===== src/rtl/kj_circular_buffer.sv =====
// K-in / J-out circular buffer with ready/valid handshakes and internal addressing.
// Beats may straddle the end of the buffer; lanes continue at index 0 in order.
module kj_circular_buffer #(
    parameter int unsigned SIZE  = 16,
    parameter int unsigned WIDTH = 8,
    parameter int unsigned K     = 4,
    parameter int unsigned J     = 8,
    parameter int unsigned CW    = $clog2(SIZE + 1),
    parameter int unsigned PW    = $clog2(SIZE)
) (
    input  logic               clk,
    input  logic               rst,
    input  logic               flush,
    input  logic               wr_en,
    input  logic [WIDTH*K-1:0] par_in,
    output logic               wr_ready,
    output logic               wr_err,
    input  logic               rd_en,
    output logic               rd_ready,
    output logic [WIDTH*J-1:0] par_out,
    output logic               out_valid,
    output logic [CW-1:0]      count
);

    localparam int unsigned SW = PW + 1;

    logic [WIDTH-1:0]   mem [SIZE];
    logic [PW-1:0]      wr_ptr;
    logic [PW-1:0]      rd_ptr;
    logic [PW-1:0]      wr_idx [K];
    logic [PW-1:0]      rd_idx [J];
    logic [PW-1:0]      wr_ptr_nxt;
    logic [PW-1:0]      rd_ptr_nxt;
    logic [SW-1:0]      wr_sum [K];
    logic [SW-1:0]      rd_sum [J];
    logic [SW-1:0]      wr_adv;
    logic [SW-1:0]      rd_adv;
    logic [WIDTH*J-1:0] rd_data;
    logic [CW-1:0]      count_nxt;
    logic               wr_fire;
    logic               rd_fire;

    // Readiness is judged on the pre-cycle occupancy only (no pass-through credit).
    assign wr_ready = (CW'(SIZE) - count) >= CW'(K);
    assign rd_ready = count >= CW'(J);
    assign wr_fire  = wr_en & wr_ready;
    assign rd_fire  = rd_en & rd_ready;

    // Lane addresses and pointer advance via compare-subtract modulo; any SIZE works.
    always_comb begin
        for (int unsigned i = 0; i < K; i++) begin
            wr_sum[i] = {1'b0, wr_ptr} + SW'(i);
            wr_idx[i] = (wr_sum[i] >= SW'(SIZE)) ? PW'(wr_sum[i] - SW'(SIZE)) : PW'(wr_sum[i]);
        end
        for (int unsigned i = 0; i < J; i++) begin
            rd_sum[i] = {1'b0, rd_ptr} + SW'(i);
            rd_idx[i] = (rd_sum[i] >= SW'(SIZE)) ? PW'(rd_sum[i] - SW'(SIZE)) : PW'(rd_sum[i]);
        end
        wr_adv     = {1'b0, wr_ptr} + SW'(K);
        rd_adv     = {1'b0, rd_ptr} + SW'(J);
        wr_ptr_nxt = (wr_adv >= SW'(SIZE)) ? PW'(wr_adv - SW'(SIZE)) : PW'(wr_adv);
        rd_ptr_nxt = (rd_adv >= SW'(SIZE)) ? PW'(rd_adv - SW'(SIZE)) : PW'(rd_adv);
    end

    always_comb begin
        rd_data = '0;
        for (int unsigned i = 0; i < J; i++) begin
            rd_data[WIDTH*i +: WIDTH] = mem[rd_idx[i]];
        end
    end

    assign count_nxt = count + (wr_fire ? CW'(K) : CW'(0)) - (rd_fire ? CW'(J) : CW'(0));

    // Storage is never cleared; only accepted writes touch it.
    always_ff @(posedge clk) begin
        if (!rst && !flush && wr_fire) begin
            for (int unsigned i = 0; i < K; i++) begin
                mem[wr_idx[i]] <= par_in[WIDTH*i +: WIDTH];
            end
        end
    end

    always_ff @(posedge clk) begin
        if (rst) begin
            wr_ptr    <= '0;
            rd_ptr    <= '0;
            count     <= '0;
            par_out   <= '0;
            out_valid <= 1'b0;
            wr_err    <= 1'b0;
        end else if (flush) begin
            wr_ptr    <= '0;
            rd_ptr    <= '0;
            count     <= '0;
            out_valid <= 1'b0;
            wr_err    <= 1'b0;
        end else begin
            if (wr_fire) begin
                wr_ptr <= wr_ptr_nxt;
            end
            if (rd_fire) begin
                rd_ptr  <= rd_ptr_nxt;
                par_out <= rd_data;
            end
            count     <= count_nxt;
            out_valid <= rd_fire;
            wr_err    <= wr_en & ~wr_ready;
        end
    end

endmodule


===== config.mk =====
export PLATFORM = sky130hd
export DESIGN_NAME = kj_circular_buffer
export DESIGN_NICKNAME = d
export VERILOG_FILES = /design/src/rtl/kj_circular_buffer.sv
export SDC_FILE = /design/constraint.sdc
export NUM_CORES = 1
export LEC_CHECK = 0
export BUFFER_PORTS_ARGS = -buffer_cell sky130_fd_sc_hd__buf_2
export CELL_PAD_IN_SITES_DETAIL_PLACEMENT = 1
export CELL_PAD_IN_SITES_GLOBAL_PLACEMENT = 1
export CORE_ASPECT_RATIO = 1.1
export CORE_MARGIN = 2
export CORE_UTILIZATION = 40
export CTS_CLUSTER_SIZE = 30
export DETAILED_ROUTE_END_ITERATION = 8
export PLACE_DENSITY_LB_ADDON = 0.1
export SLEW_MARGIN = 20
export SYNTH_ARGS = -nofsm -noshare
export SYNTH_HDL_FRONTEND = slang
export SYNTH_SLANG_ARGS = --single-unit

===== constraint.sdc =====
create_clock -name clk -period 6.52 [get_ports clk]
set_input_delay 0.652 -clock clk [delete_from_list [all_inputs] [get_ports clk]]
set_output_delay 0.652 -clock clk [all_outputs]
set_load 0.03 [all_outputs]

==> impl_results.md, run 1 <==
* Static leakage at 3.03 nW
* Number of cells in the finished layout apart from fillers at 886
* Highest Clock Rate at 0.370 GHz
* Post-detailed-placement half-perimeter wirelength at 9.26 mm
* Syn avg cell area at 13.9 sq um
* Share of synthesized registers carrying an async set or reset at 0
* CTS clk-pin slew, worst paths at 70 ps
* Final non-filler cell area at 0.00880 sq mm
* Util after Layout at 0.476
* Routed length per placed instance at 18.4 microns
* Remaining number of nets flagged by the antenna check after routing at 0
* Clock tree from TritonCTS: yes
* Distinct cells, synth at 26
* Fraction of post-synthesis cell area in the top cell type by area at 0.509
* Wirelength, routed at 16.3 mm
* Via count of the first global-routing pass at 4779
* Min-Delay Path Class: in -> reg
* Number of buffers added on ports at 107
* Vertical extent of the die at 148 microns
* Top Ports at 110
* Part of the Yosys area used for sequential elements at 0.700
* Top cell by count, worst path: sky130_fd_sc_hd__inv_1
* Cell Area, Synth at 0.00755 sq mm
* Max-capacitance violation count at 0
* Area of the die at 0.0200 sq mm
* Ordered list of cells on the worst path: inv_1, ha_1, xor2_1, o41a_1, inv_1, ha_1, inv_1, fa_1, xnor2_1, xnor2_1, nor3_1
* DP Area at 0.00820 sq mm
* Hold violation total from the final report at 0
* Maximum fanout along the worst path at 7
* Number of design rule violations left after detail routing at 0
* Total clock buffers created by CTS at 17
* Critical path class: reg -> reg
* Initial antenna violation count at 0
* Pin count of the biggest net entering global routing at 134
* Max VDD drop at 0.193 mV
* Design Power at 2.98 mW
* Total net switching power at 805 uW
* Overflow left after global routing at 0
* Leading post-synthesis cells by instance count: sky130_fd_sc_hd__edfxtp_1, sky130_fd_sc_hd__dfxtp_1, sky130_fd_sc_hd__mux2i_1
* Cts-stage hold buffer count at 0
* Share of post-route cells with drive strength above 1 at 0.224
* Met3 GRT Util at 0.0317
* First-pass GRT wire length at 25.5 mm
* Placed Instances at 854
* Synth Warn # at 0
* Cell count after synthesis at 545
* Final Skew at 8.72 ps
* Kind of cell with the highest combined delay on the critical path: adder cells
* Count of TritonRoute iterations in the first routing pass at 4
* Bufs on Longest Clock Path at 2
* Crit path max-delay cell type: sky130_fd_sc_hd__dfxtp_1
* P_int at 2.17 mW
* Fill cells at 1924
* Setup crit start kind: register
* Total track usage at 0.166
* Slew Limit Fails at 0
* Synth Flop Type: sky130_fd_sc_hd__edfxtp_1
* Largest area contributor in the netlist: sky130_fd_sc_hd__edfxtp_1
* Relative contribution of sequential cells to total power at 0.494
* Post-CTS Repair Setup Buffers at 0
* Total power divided by cell area at 338 mW/mm^2
* Relative contribution of combinational cells to total power at 0.150
* Cell types occupying the most area after synthesis: sky130_fd_sc_hd__edfxtp_1, sky130_fd_sc_hd__dfxtp_1, sky130_fd_sc_hd__mux2i_1
* Routed via count at 4524
* Crit share post-route at 0.415
* Core region area at 0.0185 sq mm
* Top Usage Layer GRT: met2
* Final setup fails at 0
* Arrival time worst endpoint at 2990 ps
* Unrepaired setup endpoints after global routing: false
* Initial Util at 0.409
* Most frequent cell after synthesis: sky130_fd_sc_hd__edfxtp_1
* Highest cell delay on the worst timing path at 450 ps
* Layout Nets at 677
* Req. time, crit path at 6800 ps
* Slew at the pin with the worst max-slew slack at 895 ps
* Root buffer cell: sky130_fd_sc_hd__clkbuf_16
* H-Tree Depth at 4
* Sum of buffers and inverters on the critical path at 3
* Clock latency at the later pin of the worst-skew pair at 440 ps
* Global-route track usage on met1 at 0.213
* RePlAce Congestion at 0.702
* Sinks on Clock Net at 200
* Power share of the clock group at 0.355
* Result of the run: finished clean
* Number of enable-type register cells in the synthesized netlist at 128
* Register bit count reported by yosys at 200
* Floorplan row count at 52
* Proportion of total power due to net switching at 0.271
* Sum of negative setup slack at 0 ps
* Resized cells post-CTS at 0
* Final period demand of the worst path at 2700 ps
* Antenna Cells at 0
* Max-slew headroom at 0.403
* Via count normalized by instance count at 5.11
* Global-route track usage on met2 at 0.280
* DR iter-0 viols at 270
* Layout Area Growth over Synthesis at 16.6%
* Horizontal die dimension at 135 microns
* Kind of end point of the critical path: register
-- cell usage in the layout (no fill, tap or decap), types with 3 or more instances in the layout --
cell type                   instances
sky130_fd_sc_hd__nor3_1             4
sky130_fd_sc_hd__mux2i_1           66
sky130_fd_sc_hd__a21oi_1           64
sky130_fd_sc_hd__buf_2            106
sky130_fd_sc_hd__edfxtp_1         128
sky130_fd_sc_hd__and3_2             4
sky130_fd_sc_hd__nand2_1            5
sky130_fd_sc_hd__o21ai_0           64
sky130_fd_sc_hd__clkinv_4           3
sky130_fd_sc_hd__dfxtp_1           71
sky130_fd_sc_hd__or3_1             64
sky130_fd_sc_hd__ha_1               9
sky130_fd_sc_hd__clkbuf_1           3
sky130_fd_sc_hd__clkbuf_16         18
sky130_fd_sc_hd__inv_1              7
-- flip-flops by register name, indices dropped and copies added, names as in the netlist --
signal     count
rd_ptr         1
mem          128
out_valid      1
par_out       64
count          3
wr_err         1
wr_ptr         2
-- cells by family after synthesis --
group,synth area share
flops,0.700
compound gates,0.0875
simple gates,0.0651
mux,0.0875
buf+inv,0.0370
fa+ha+maj,0.0176
xor+xnor,0.00464
other cells,0.000497
-- power groups by stage --
stage / clock [mW] / combinational, mW / sequential [mW]
floorplan: 0 / 0.248 / 1.58
detailed placement: 0 / 0.454 / 1.50
CTS: 1.08 / 0.455 / 1.47
finish: 1.06 / 0.448 / 1.47
global placement: 0 / 0.420 / 1.51
global route: 1.12 / 0.490 / 1.48
-- per-stage QoR --
step           setup WS, ps  hold WS, ps
4_1_cts                3640          423
3_3_place_gp           3490          459
5_1_grt                3600          423
6_report               3820          430
2_1_floorplan          3910          468
3_5_place_dp           3360          466
-- routing by layer --
metal / up-vias / share of wire
li1: 2176 / -
met1: 2251 / 0.45
met2: 80 / 0.50
met3: 17 / 0.030
met4: 0 / 0.015
met5: - / 0
-- final timing paths --
path | startpoint | end | slack, ps | cells after the start
setup reg to reg | count[3] | count[4] | 3820 | 11
hold reg to reg | par_out[25] | par_out[25] | 470 | 2
setup / recovery | count[3] | count[4] | 3820 | 11
hold / removal | par_in[22] | mem[6][6] | 430 | 1
-- cell type report --
class	count	area [sq um]	share of cell area
Clock buffer	22	475	0.0540
Clock inverter	10	116	0.0132
Inverter	7	26.3	0.00299
Multi-Input combinational cell	294	2000	0.227
Sequential cell	200	5290	0.601
Tap cell	243	304	0.0346
Timing Repair Buffer	110	588	0.0668
Power figures use the tool's default switching activity.
==> run 2: changes to the inputs <==
clock period = 2.6 ns   (was 6.52 ns; I/O delays follow)
==> run 2 against run 1 <==
Against the previous run: wire length decreased by 1.3%; first-iteration DRC count down 17%; register-to-register slack lost 3600 ps; critical path depth decreased by 5; cell area about the same.
==> impl_results.md, run 2 (same netlist as run 1, synthesis figures left out) <==
* Final setup margin at 209 ps
* Area of the die at 0.0200 sq mm
* Overflow left after global routing at 0
* Unrepaired setup endpoints after global routing: false
* Count of TritonRoute iterations in the first routing pass at 4
* Hold violation total from the final report at 0
* Depth of the worst register-to-register path at 6
* Capture endpoint of the worst hold path: mem[5][4]
* Total track usage at 0.164
* Max VDD drop at 0.549 mV
* Via count normalized by instance count at 5.06
* Sum of buffers and inverters on the critical path at 2
* Bufs on Longest Clock Path at 2
* Pin count of the biggest net entering global routing at 133
* Sum of negative setup slack at 0 ps
* Clock tree from TritonCTS: yes
* Maximum fanout along the worst path at 32
* Number of design rule violations left after detail routing at 0
* Leading cell type in the layout, fill and taps excluded: sky130_fd_sc_hd__edfxtp_1
* Routed length per placed instance at 18.0 microns
* Post-detailed-placement half-perimeter wirelength at 9.52 mm
* Clock latency at the later pin of the worst-skew pair at 430 ps
* Top Layer Used: met4
* Share of post-route cells with drive strength above 1 at 0.237
* Slew Limit Fails at 0
* Layout Nets at 684
* Number of cells in the finished layout apart from fillers at 894
* Resized cells post-CTS at 0
* WHS at 54.3 ps
* Max FFs per register at 128
* Initial Util at 0.409
* Core region area at 0.0185 sq mm
* Total clock buffers created by CTS at 17
* Final Skew at 9.36 ps
* Met3 layer wire length in the routed design at 569 microns
* Design Power at 7.28 mW
* Remaining number of nets flagged by the antenna check after routing at 0
* Slew at the pin with the worst max-slew slack at 905 ps
* DP Area at 0.00826 sq mm
* Dpl ws at 159 ps
* Util after Layout at 0.476
* Max-capacitance violation count at 0
* Horizontal die dimension at 135 microns
* Via count of the first global-routing pass at 4798
* Highest Clock Rate at 0.418 GHz
* Crit path max-delay cell type: sky130_fd_sc_hd__and3_2
* Root buffer cell: sky130_fd_sc_hd__clkbuf_16
* Final setup fails at 0
* Layout Area Growth over Synthesis at 16.6%
* Placed Instances at 861
* Highest cell delay on the worst timing path at 790 ps
* First-pass GRT wire length at 25.2 mm
* Floorplan row count at 52
* Setup slack on the worst flop-to-flop path at 210 ps
* CTS clk-pin slew, worst paths at 70 ps
* Sinks on Clock Net at 200
* Cts-stage hold buffer count at 0
* Kind of end point of the critical path: register
* RePlAce Congestion at 0.688
* Post-CTS Repair Setup Buffers at 0
* Total power divided by cell area at 827 mW/mm^2
* R2r startpoint: count[2]
* Critical path class: reg -> reg
* Top Ports at 110
* Leading cell types in the layout, fill and taps excluded: sky130_fd_sc_hd__edfxtp_1, sky130_fd_sc_hd__buf_2, sky130_fd_sc_hd__dfxtp_1
* Req. time, crit path at 2650 ps
* Hold Path Depth at 1
* H-Tree Depth at 4
* Wirelength, routed at 16.1 mm
* Vertical extent of the die at 148 microns
* Ordered list of cells on the worst path: inv_1, ha_1, xor2_1, o41a_1, buf_4, and3_2
* Met2 wirelength from detailed routing at 8.03 mm
* Final period demand of the worst path at 2390 ps
* Static leakage at 3.05 nW
* Max-slew headroom at 0.397
* Arrival time worst endpoint at 2440 ps
* Startpoint of the worst hold path: par_in[12]
* Initial antenna violation count at 1
* FF-to-FF End: mem[3][7]
* Min-Delay Path Class: in -> reg
* DR iter-0 viols at 225
* Kind of cell with the highest combined delay on the critical path: simple AND/OR/NAND/NOR gates
* Crit share post-route at 0.920
* Detailed-route wire length on metal 1 at 7.18 mm
* Routed via count at 4524
* Final non-filler cell area at 0.00880 sq mm
* Number of buffers added on ports at 107
* Result of the run: finished clean
* Setup crit start kind: register
-- run 2: cell count changes in the layout (fill, tap and decap cells not counted), moves of 2 or more --
cell	previous run	this run
sky130_fd_sc_hd__clkinv_2	1	7
sky130_fd_sc_hd__clkinv_4	3	1
sky130_fd_sc_hd__buf_4	1	8
sky130_fd_sc_hd__buf_12	0	2
-- run 2: area by class of cell --
| type | count | area (sq um) |
|---|---|---|
| Inverter | 7 | 26.3 |
| Antenna cell | 1 | 2.50 |
| Timing Repair Buffer | 117 | 642 |
| Sequential cell | 200 | 5290 |
| Clock buffer | 19 | 433 |
| Fill cell | 1936 | 9680 |
| Multi-Input combinational cell | 294 | 2000 |
| Tap cell | 243 | 304 |
| Clock inverter | 13 | 103 |
-- run 2: worst max path at each step --
stage / start / to / slack, ps / depth (start not counted)
after floorplan: count[3] / count[4] / 1 / 10
after global placement: count[2] / count[4] / 260 / 10
after detailed placement: count[2] / mem[10][3] / 160 / 6
after CTS: count[2] / mem[11][0] / 140 / 6
after global routing: count[2] / mem[2][7] / 9 / 6
final: count[2] / mem[3][7] / 210 / 6
-- run 2: metal layers --
layer  GRT usage  up-vias
met1       0.209     2228
li1            -     2194
met2       0.275       86
met5           0        -
met4      0.0698        0
met3      0.0310       16
-- run 2: power by group --
group	total, mW	switching [mW]	internal, mW
clock network	2.44	1.13	1.31
registers	3.68	0.113	3.57
logic	1.15	0.760	0.394
==> run 3: changes to the inputs <==
CELL_PAD_IN_SITES_DETAIL_PLACEMENT = default   (was 1)
CELL_PAD_IN_SITES_GLOBAL_PLACEMENT = default   (was 1)
PLACE_DENSITY_LB_ADDON = default   (was 0.1)
clock period = 3.02 ns   (was 2.6 ns; I/O delays follow)
==> run 3 against run 2 <==
Against the previous run: clock skew is 1.8 ps lower; worst hold slack improved by 33 ps; global-route usage fell by 0.98 points; maximum frequency fell by 10%; combinational power is 16% lower; clock power down 6%; first-iteration DRC count increased by 20%; sequential share of layout area down 0.34 points; worst setup slack gained 140 ps; largest power group unchanged; highest routed layer unchanged.
==> impl_results.md, run 3 (same netlist as run 1, synthesis figures left out) <==
* Result of the run: finished clean
* Min-Delay Path Class: in -> reg
* Post-CTS Repair Setup Buffers at 0
* Hold violation total from the final report at 0
* Capture endpoint of the worst hold path: mem[5][2]
* Via count of the first global-routing pass at 4346
* DP Area at 0.00824 sq mm
* P_int at 4.65 mW
* Routed length per placed instance at 16.9 microns
* Area of the die at 0.0200 sq mm
* Static leakage at 3.07 nW
* Horizontal die dimension at 135 microns
* Final Skew at 7.52 ps
* Critical path class: reg -> reg
* Maximum fanout along the worst path at 7
* Remaining number of nets flagged by the antenna check after routing at 0
* Core region area at 0.0185 sq mm
* Bufs on Longest Clock Path at 2
* Total track usage at 0.154
* Proportion of total power due to net switching at 0.276
* RePlAce Congestion at 0.723
* Max-capacitance violation count at 0
* Total clock buffers created by CTS at 17
* Cts-stage hold buffer count at 0
* Wirelength, routed at 15.1 mm
* Setup crit start kind: register
* DR iter-0 viols at 269
* Relative contribution of combinational cells to total power at 0.150
* Final non-filler cell area at 0.00885 sq mm
* Max-slew headroom at 0.424
* Share of post-route cells with drive strength above 1 at 0.239
* Slew Limit Fails at 0
* Relative contribution of sequential cells to total power at 0.493
* Top Ports at 110
* Depth of the worst register-to-register path at 11
* Unrepaired setup endpoints after global routing: false
* Final period demand of the worst path at 2670 ps
* Highest Clock Rate at 0.374 GHz
* Final setup margin at 349 ps
* Clock tree from TritonCTS: yes
* Power share of the clock group at 0.357
* Post-detailed-placement half-perimeter wirelength at 9.09 mm
* Total power divided by cell area at 725 mW/mm^2
* Resized cells post-CTS at 0
* Overflow left after global routing at 0
* Dpl ws at 321 ps
* Max FFs per register at 128
* Final setup fails at 0
* Pin count of the biggest net entering global routing at 133
* Kind of end point of the critical path: register
* Routed via count at 4427
* Startpoint of the worst hold path: par_in[10]
* Design Power at 6.42 mW
* Leading cell type in the layout, fill and taps excluded: sky130_fd_sc_hd__edfxtp_1
* Number of buffers added on ports at 107
* Sinks on Clock Net at 200
* Crit share post-route at 0.885
* Count of TritonRoute iterations in the first routing pass at 4
* Vertical extent of the die at 148 microns
* Hold Path Depth at 1
* First-pass GRT wire length at 23.5 mm
* Antenna Cells at 0
* Layout Nets at 683
* Sum of negative setup slack at 0 ps
* Root buffer cell: sky130_fd_sc_hd__clkbuf_16
* Slew at the pin with the worst max-slew slack at 865 ps
* Leading cell types in the layout, fill and taps excluded: sky130_fd_sc_hd__edfxtp_1, sky130_fd_sc_hd__buf_2, sky130_fd_sc_hd__dfxtp_1
* H-Tree Depth at 4
* Setup slack on the worst flop-to-flop path at 350 ps
* Layout Area Growth over Synthesis at 17.2%
* Floorplan row count at 52
* Max VDD drop at 0.468 mV
* Req. time, crit path at 3300 ps
* Arrival time worst endpoint at 2950 ps
* Initial antenna violation count at 0
* R2r startpoint: count[3]
* Initial Util at 0.409
* Number of design rule violations left after detail routing at 0
* CTS clk-pin slew, worst paths at 70 ps
* Clock latency at the later pin of the worst-skew pair at 430 ps
* Total net switching power at 1.77 mW
* FF-to-FF End: count[4]
* Via count normalized by instance count at 4.96
## run 3: power groups by stage
stage | clock network, mW | logic (mW) | registers (mW)
3_3_place_gp | 0 | 0.948 | 3.22
3_5_place_dp | 0 | 0.970 | 3.23
5_1_grt | 2.47 | 1.05 | 3.18
2_1_floorplan | 0 | 0.535 | 3.40
6_report | 2.29 | 0.961 | 3.16
4_1_cts | 2.35 | 0.972 | 3.16
## run 3: worst max-delay path by stage
stage | startpoint | to | cells after the start
3_3_place_gp | count[3] | count[4] | 10
2_1_floorplan | count[2] | count[4] | 10
4_1_cts | count[3] | count[4] | 11
6_report | count[3] | count[4] | 11
3_5_place_dp | count[3] | count[4] | 11
5_1_grt | count[3] | count[4] | 11
## run 3: metrics by stage
step,hold WS [ps],util,std cells
floorplan,401,-,546
global placement,457,0.446,860
detailed placement,462,0.446,860
CTS,65.4,0.478,892
global route,66.8,0.479,892
finish,87.0,0.479,892
## run 3: metal layers
metal  routed length [microns]  track usage
met4                       192       0.0516
met3                       535       0.0412
met2                      7570        0.259
met1                      6770        0.195
met5                         0            0
## run 3: final cells by class
cell class / instances / area, sq um
Clock buffer: 17 / 425
Inverter: 7 / 26.3
Tap cell: 243 / 304
Clock inverter: 15 / 178
Multi-Input combinational cell: 294 / 2000
Timing Repair Buffer: 116 / 626
Fill cell: 1680 / 9630
Sequential cell: 200 / 5290
## run 3: critical path, cell delays in order (launching register included)
cell and delay, ps:
sky130_fd_sc_hd__dfxtp_1 460, sky130_fd_sc_hd__inv_1 110, sky130_fd_sc_hd__ha_1 200, sky130_fd_sc_hd__xor2_1 180, sky130_fd_sc_hd__o41a_1 320, sky130_fd_sc_hd__inv_1 80, sky130_fd_sc_hd__ha_1 270, sky130_fd_sc_hd__inv_1 60
sky130_fd_sc_hd__fa_1 430, sky130_fd_sc_hd__xnor2_1 190, sky130_fd_sc_hd__xnor2_1 140, sky130_fd_sc_hd__nor3_1 60
